**config.mk**
```make
export PLATFORM = sky130hd
export DESIGN_NAME = bcd_serial_subtractor
export DESIGN_NICKNAME = d
export VERILOG_FILES = /design/src/rtl/bcd_pkg.sv /design/src/rtl/bcd_digit_sub.sv /design/src/rtl/bcd_serial_subtractor.sv
export SDC_FILE = /design/constraint.sdc
export NUM_CORES = 1
export LEC_CHECK = 0
export CAP_MARGIN = 20
export CORE_MARGIN = 1.5
export CORE_UTILIZATION = 47
export CTS_CLUSTER_DIAMETER = 150
export DETAILED_ROUTE_END_ITERATION = 7
export GPL_ROUTABILITY_DRIVEN = 0
export PLACE_DENSITY = 0.77
export SLEW_MARGIN = 0
export SYNTH_ARGS = -nofsm -noshare
export SYNTH_HDL_FRONTEND = slang
export SYNTH_SLANG_ARGS = --single-unit
```
**constraint.sdc**
```tcl
create_clock -name clk -period 3.8 [get_ports clk]
set_clock_uncertainty 0.1 [all_clocks]
set_input_delay 0.76 -clock clk [delete_from_list [all_inputs] [get_ports clk]]
set_output_delay 0.76 -clock clk [all_outputs]
set_load 0.01 [all_outputs]
```
**src/rtl/bcd_pkg.sv**
```systemverilog
// Shared BCD arithmetic types and constants for the digit-serial datapath.
package bcd_pkg;

  localparam int BCD_DIGIT_W = 4;
  localparam int BCD_RADIX   = 10;

  typedef logic [BCD_DIGIT_W-1:0] bcd_digit_t;

  typedef enum logic [1:0] {
    IDLE,
    SUB,
    FIX,
    DONE
  } state_t;

endpackage

```
**src/rtl/bcd_digit_sub.sv**
```systemverilog
// Single BCD digit subtract with borrow: d = x - y - bin, folded back into 0..9.
module bcd_digit_sub
  import bcd_pkg::*;
(
  input  bcd_digit_t x,
  input  bcd_digit_t y,
  input  logic       bin,
  output bcd_digit_t d,
  output logic       bout
);

  logic [BCD_DIGIT_W:0] t;

  // Bit 4 of the 5-bit difference is the sign, i.e. the outgoing borrow.
  assign t    = {1'b0, x} - {1'b0, y} - {{BCD_DIGIT_W{1'b0}}, bin};
  assign bout = t[BCD_DIGIT_W];
  assign d    = bout ? (t[BCD_DIGIT_W-1:0] + BCD_DIGIT_W'(BCD_RADIX)) : t[BCD_DIGIT_W-1:0];

endmodule

```
**src/rtl/bcd_serial_subtractor.sv**
```systemverilog
// Digit-serial |A-B| for packed BCD, LSD first, with a ten's-complement fix-up pass.
// Optional invalid-nibble detection and err port when BCD_INVALID_CHECK_EN is defined.
module bcd_serial_subtractor
  import bcd_pkg::*;
#(
  parameter int N_DIGITS = 4
) (
  input  logic                            clk,
  input  logic                            rst_n,
  input  logic                            start,
  input  logic [BCD_DIGIT_W*N_DIGITS-1:0] a,
  input  logic [BCD_DIGIT_W*N_DIGITS-1:0] b,
  output logic                            busy,
  output logic                            done,
  output logic [BCD_DIGIT_W*N_DIGITS-1:0] diff,
  output logic                            neg
`ifdef BCD_INVALID_CHECK_EN
  ,
  output logic                            err
`endif
);

  localparam int IDX_W = (N_DIGITS > 1) ? $clog2(N_DIGITS) : 1;
  localparam logic [IDX_W-1:0] LAST_IDX = IDX_W'(N_DIGITS - 1);

  state_t                            state_q, state_d;
  logic [IDX_W-1:0]                  idx_q, idx_d;
  logic                              borrow_q, borrow_d;
  logic                              neg_q, neg_d;
  logic [BCD_DIGIT_W*N_DIGITS-1:0]   a_q, a_d, b_q, b_d;
  bcd_digit_t                        diff_q [N_DIGITS];
  bcd_digit_t                        diff_d [N_DIGITS];
  bcd_digit_t                        a_dig  [N_DIGITS];
  bcd_digit_t                        b_dig  [N_DIGITS];

  bcd_digit_t x_w, y_w, d_w;
  logic       bout_w;

  genvar gi;
  generate
    for (gi = 0; gi < N_DIGITS; gi++) begin : g_dig
      assign a_dig[gi] = a_q[gi*BCD_DIGIT_W +: BCD_DIGIT_W];
      assign b_dig[gi] = b_q[gi*BCD_DIGIT_W +: BCD_DIGIT_W];
      assign diff[gi*BCD_DIGIT_W +: BCD_DIGIT_W] = diff_q[gi];
    end
  endgenerate

  // FIX pass reuses the same digit slice as 0 - r_i - borrow.
  assign x_w = (state_q == FIX) ? '0 : a_dig[idx_q];
  assign y_w = (state_q == FIX) ? diff_q[idx_q] : b_dig[idx_q];

  bcd_digit_sub u_digit_sub (
    .x   (x_w),
    .y   (y_w),
    .bin (borrow_q),
    .d   (d_w),
    .bout(bout_w)
  );

  always_comb begin
    state_d  = state_q;
    idx_d    = idx_q;
    borrow_d = borrow_q;
    neg_d    = neg_q;
    a_d      = a_q;
    b_d      = b_q;
    diff_d   = diff_q;
    case (state_q)
      IDLE: begin
        if (start) begin
          a_d      = a;
          b_d      = b;
          for (int i = 0; i < N_DIGITS; i++) diff_d[i] = '0;
          idx_d    = '0;
          borrow_d = 1'b0;
          neg_d    = 1'b0;
          state_d  = SUB;
        end
      end
      SUB, FIX: begin
        diff_d[idx_q] = d_w;
        borrow_d      = bout_w;
        idx_d         = idx_q + 1'b1;
        if (idx_q == LAST_IDX) begin
          idx_d    = '0;
          borrow_d = 1'b0;
          if (state_q == FIX) begin
            neg_d   = 1'b1;
            state_d = DONE;
          end else if (bout_w) begin
            state_d = FIX;
          end else begin
            neg_d   = 1'b0;
            state_d = DONE;
          end
        end
      end
      DONE: state_d = IDLE;
      default: state_d = IDLE;
    endcase
  end

  always_ff @(posedge clk) begin
    if (!rst_n) begin
      state_q  <= IDLE;
      idx_q    <= '0;
      borrow_q <= 1'b0;
      neg_q    <= 1'b0;
      a_q      <= '0;
      b_q      <= '0;
      for (int i = 0; i < N_DIGITS; i++) diff_q[i] <= '0;
    end else begin
      state_q  <= state_d;
      idx_q    <= idx_d;
      borrow_q <= borrow_d;
      neg_q    <= neg_d;
      a_q      <= a_d;
      b_q      <= b_d;
      diff_q   <= diff_d;
    end
  end

  assign busy = (state_q == SUB) || (state_q == FIX);
  assign done = (state_q == DONE);
  assign neg  = neg_q;

`ifdef BCD_INVALID_CHECK_EN
  logic [N_DIGITS-1:0] nib_bad;
  logic                err_q, err_d;

  generate
    for (gi = 0; gi < N_DIGITS; gi++) begin : g_chk
      assign nib_bad[gi] = (a[gi*BCD_DIGIT_W +: BCD_DIGIT_W] > BCD_DIGIT_W'(BCD_RADIX - 1)) ||
                           (b[gi*BCD_DIGIT_W +: BCD_DIGIT_W] > BCD_DIGIT_W'(BCD_RADIX - 1));
    end
  endgenerate

  // Sampled only at the accepting start; held until the next acceptance.
  always_comb begin
    err_d = err_q;
    if (state_q == IDLE && start) err_d = |nib_bad;
  end

  always_ff @(posedge clk) begin
    if (!rst_n) err_q <= 1'b0;
    else        err_q <= err_d;
  end

  assign err = err_q;
`endif

endmodule

```
==> results.json <==
{
  "comb_power_share": 0.296,
  "finalMaxSlewViolations": 0,
  "rsz0062_at_grt": "false",
  "syn-num-nets": 355,
  "power_density_nw_per_um2": 446,
  "postSynthCellCount": 305,
  "first_global_vias": 2163,
  "num-nets-final": 402,
  "yosysSeqAreaShare": 0.393,
  "clk_pin_slew_worst_paths_ns": 0.09,
  "cp.required_ns": 3.89,
  "wl_per_cell_um": 14.7,
  "syn_area_um2": 2750,
  "synth-main-ff-cell": "dfxtp_1",
  "tightestPinTransition_ns": 0.998,
  "vdd.ir_drop.worst_v": 0.000247,
  "clk_latency_ns": 0.31,
  "ys_ff_latch": 54,
  "grt_max_degree": 33,
  "drt_iter0_markers": 163,
  "setup_tns_ns": 0,
  "path_delay_family": "adder cells",
  "swShare": 0.299,
  "end_kind": "flip-flop",
  "fmax_mhz": 279,
  "worst-path-buf-inv": 0,
  "hold_violations": 0,
  "htreeDepth": 2,
  "cts_buffers": 5,
  "cpPeakStageDelay_ns": 0.50,
  "num_vias": 2290,
  "synth_edf_count": 0,
  "dp.final_hpwl_um": 4590,
  "startpoint_type": "flip-flop",
  "num_antenna_cells": 0,
  "nFillCells": 496,
  "root_buffer": "clkbuf_8",
  "first_pass_iters": 4,
  "die_area_um2": 6330,
  "power_frac_clock": 0.297,
  "pre_cts_ws_ns": 0.150,
  "drc": 0,
  "ys_async_sr_fraction": 0,
  "io_buffers": 53,
  "die_h_um": 79.5,
  "avgSynthCellArea_um2": 9.03,
  "relSlewSlack": 0.333,
  "grt_use_total": 0.210,
  "setup_viol": 0,
  "antenna_found_initial": 0,
  "arrival_ns": 3.67,
  "grt_pass1_wl_um": 10200,
  "layout.cells.non_filler": 425,
  "cp_max_fo": 4,
  "numPlacedInstances": 417,
  "critPathKind": "reg2reg",
  "layout_common_cells": "nand2_1 (80), dfxtp_1 (53), clkdlybuf4s50_1 (53), a21boi_0 (33)",
  "fin_crit_ns": 3.58,
  "fin_ws_ns": 0.222,
  "start_util": 0.494,
  "yosysWarningCount": 0,
  "status": "finished, final reports clean",
  "routed_wl_um": 6260,
  "antenna_left": 0,
  "layout_commonest_cell": "nand2_1",
  "cts_tree": "yes",
  "critPathMostFrequentCell": "fa_1",
  "die_w_um": 79.5,
  "internal_power_w": 0.00109,
  "p_seq_frac": 0.406,
  "gr-total-overflow": 0,
  "drive_above_1_share": 0.0850,
  "max-cap-violations": 0,
  "core_um2": 5570,
  "area_delta_synth_final_pct": 27.1,
  "core.rowCount": 27,
  "clk_path_buf_depth": 2,
  "cp_cell_sequence": "mux4_2, and2_1, fa_1, fa_1, xor2_2, ha_1, or3_1, a21oi_1, a2111oi_2, xnor2_2, o21ai_1",
  "ios": 54,
  "post_cts_buffers": 0,
  "fin_crit_sh": 0.942,
  "crit_slowest_cell": "mux4_2",
  "vias_per_cell": 5.39,
  "regArea_um2": 1080,
  "cts_sinks": 54,
  "multi_input_area_um2": 1570,
  "hp-class": "reg2reg",
  "yosys.cell_types.count": 38,
  "leakagePower_nw": 1.29,
  "p_switching_w": 0.000467
}
==> metrics by stage <==
stage / cell area (um2) / hold WS [ns] / util / total power [W]
floorplan: 2750 / 0.339 / - / 0.000949
global placement: 3330 / 0.347 / 0.598 / 0.00108
detailed placement: 3330 / 0.357 / 0.598 / 0.00108
CTS: 3480 / 0.370 / 0.624 / 0.00155
global route: 3500 / 0.391 / 0.628 / 0.00165
finish: 3500 / 0.365 / 0.628 / 0.00156
==> cells in the mapped netlist, types with 2 or more instances <==
cell / number / share of area
nand2_1: 80 / 0.11
dfxtp_1: 54 / 0.39
a21boi_0: 33 / 0.090
clkbuf_1: 15 / 0.020
ha_1: 13 / 0.059
nand3_1: 13 / 0.024
o21ai_0: 12 / 0.022
mux4_2: 10 / 0.082
inv_1: 9 / 0.012
nor2b_1: 9 / 0.020
a21oi_1: 5 / 0.0091
a22oi_1: 5 / 0.014
mux2i_1: 5 / 0.018
nand2b_1: 4 / 0.0091
nand4_1: 4 / 0.0091
o21ai_1: 4 / 0.0073
nor2_1: 3 / 0.0041
xnor2_1: 3 / 0.0095
and2_1: 2 / 0.0045
buf_2: 2 / 0.0036
fa_1: 2 / 0.015
nor4b_1: 2 / 0.0064
==> power groups by stage <==
stage	sequential (W)	combinational (W)	clock, W
after floorplan	0.000640	0.000310	0
after global placement	0.000644	0.000432	0
after detailed placement	0.000645	0.000439	0
after CTS	0.000633	0.000446	0.000471
after global routing	0.000639	0.000515	0.000493
final	0.000634	0.000463	0.000464
==> registers in the layout, indices dropped and copies added (netlist names) <==
register  flops
a_q          16
idx_q         2
diff         16
borrow_q      1
state_q       2
neg           1
b_q          16
==> path summary, 6_finish.rpt <==
path                                 end  slack (ns)      from  cells past startpoint
worst max-delay path            diff[11]        0.22  idx_q[0]                     11
worst min-delay path              b_q[6]        0.36    b_q[6]                      2
worst max register to register  diff[11]        0.22  idx_q[0]                     11
worst min register to register    b_q[6]        0.36    b_q[6]                      2
==> kinds of logic after synthesis <==
kind of cell | after synthesis | synth area share
compound gates | 65 | 0.165
xor+xnor | 4 | 0.0127
fa+ha+maj | 15 | 0.0736
buf+inv | 28 | 0.0418
flops | 54 | 0.393
mux | 16 | 0.110
simple gates | 123 | 0.205
==> cell type report <==
class | instances | share of cell area
clock inverters | 2 | 0.0172
inverters | 10 | 0.0114
flip-flops and latches | 54 | 0.309
clock buffers | 6 | 0.0236
repair buffers | 58 | 0.163
multi-input cells | 223 | 0.449
well taps | 72 | 0.0258
==> routing by layer <==
metal	part of all wire	vias up	wire (um)	GRT usage
met2	0.49	59	3060	0.335
met5	0	-	0	0
met3	0.044	10	275	0.0446
li1	-	1145	-	-
met4	0.019	0	120	0.0825
met1	0.45	1076	2800	0.277
==> tightest hold or removal path, cell delays in order, from the launching register on <==
cell and delay (ns):
dfxtp_1 0.32, nand2_1 0.05, a21boi_0 0.06
==> timing repair <==
| item | 4_1_cts | 5_1_grt |
|---|---|---|
| hold buffers | 0 | 0 |
| endpoints found under the setup margin | 0 | 4 |
| resized for setup | 0 | 5 |
No activity file was read; power rests on OpenSTA's default activity.
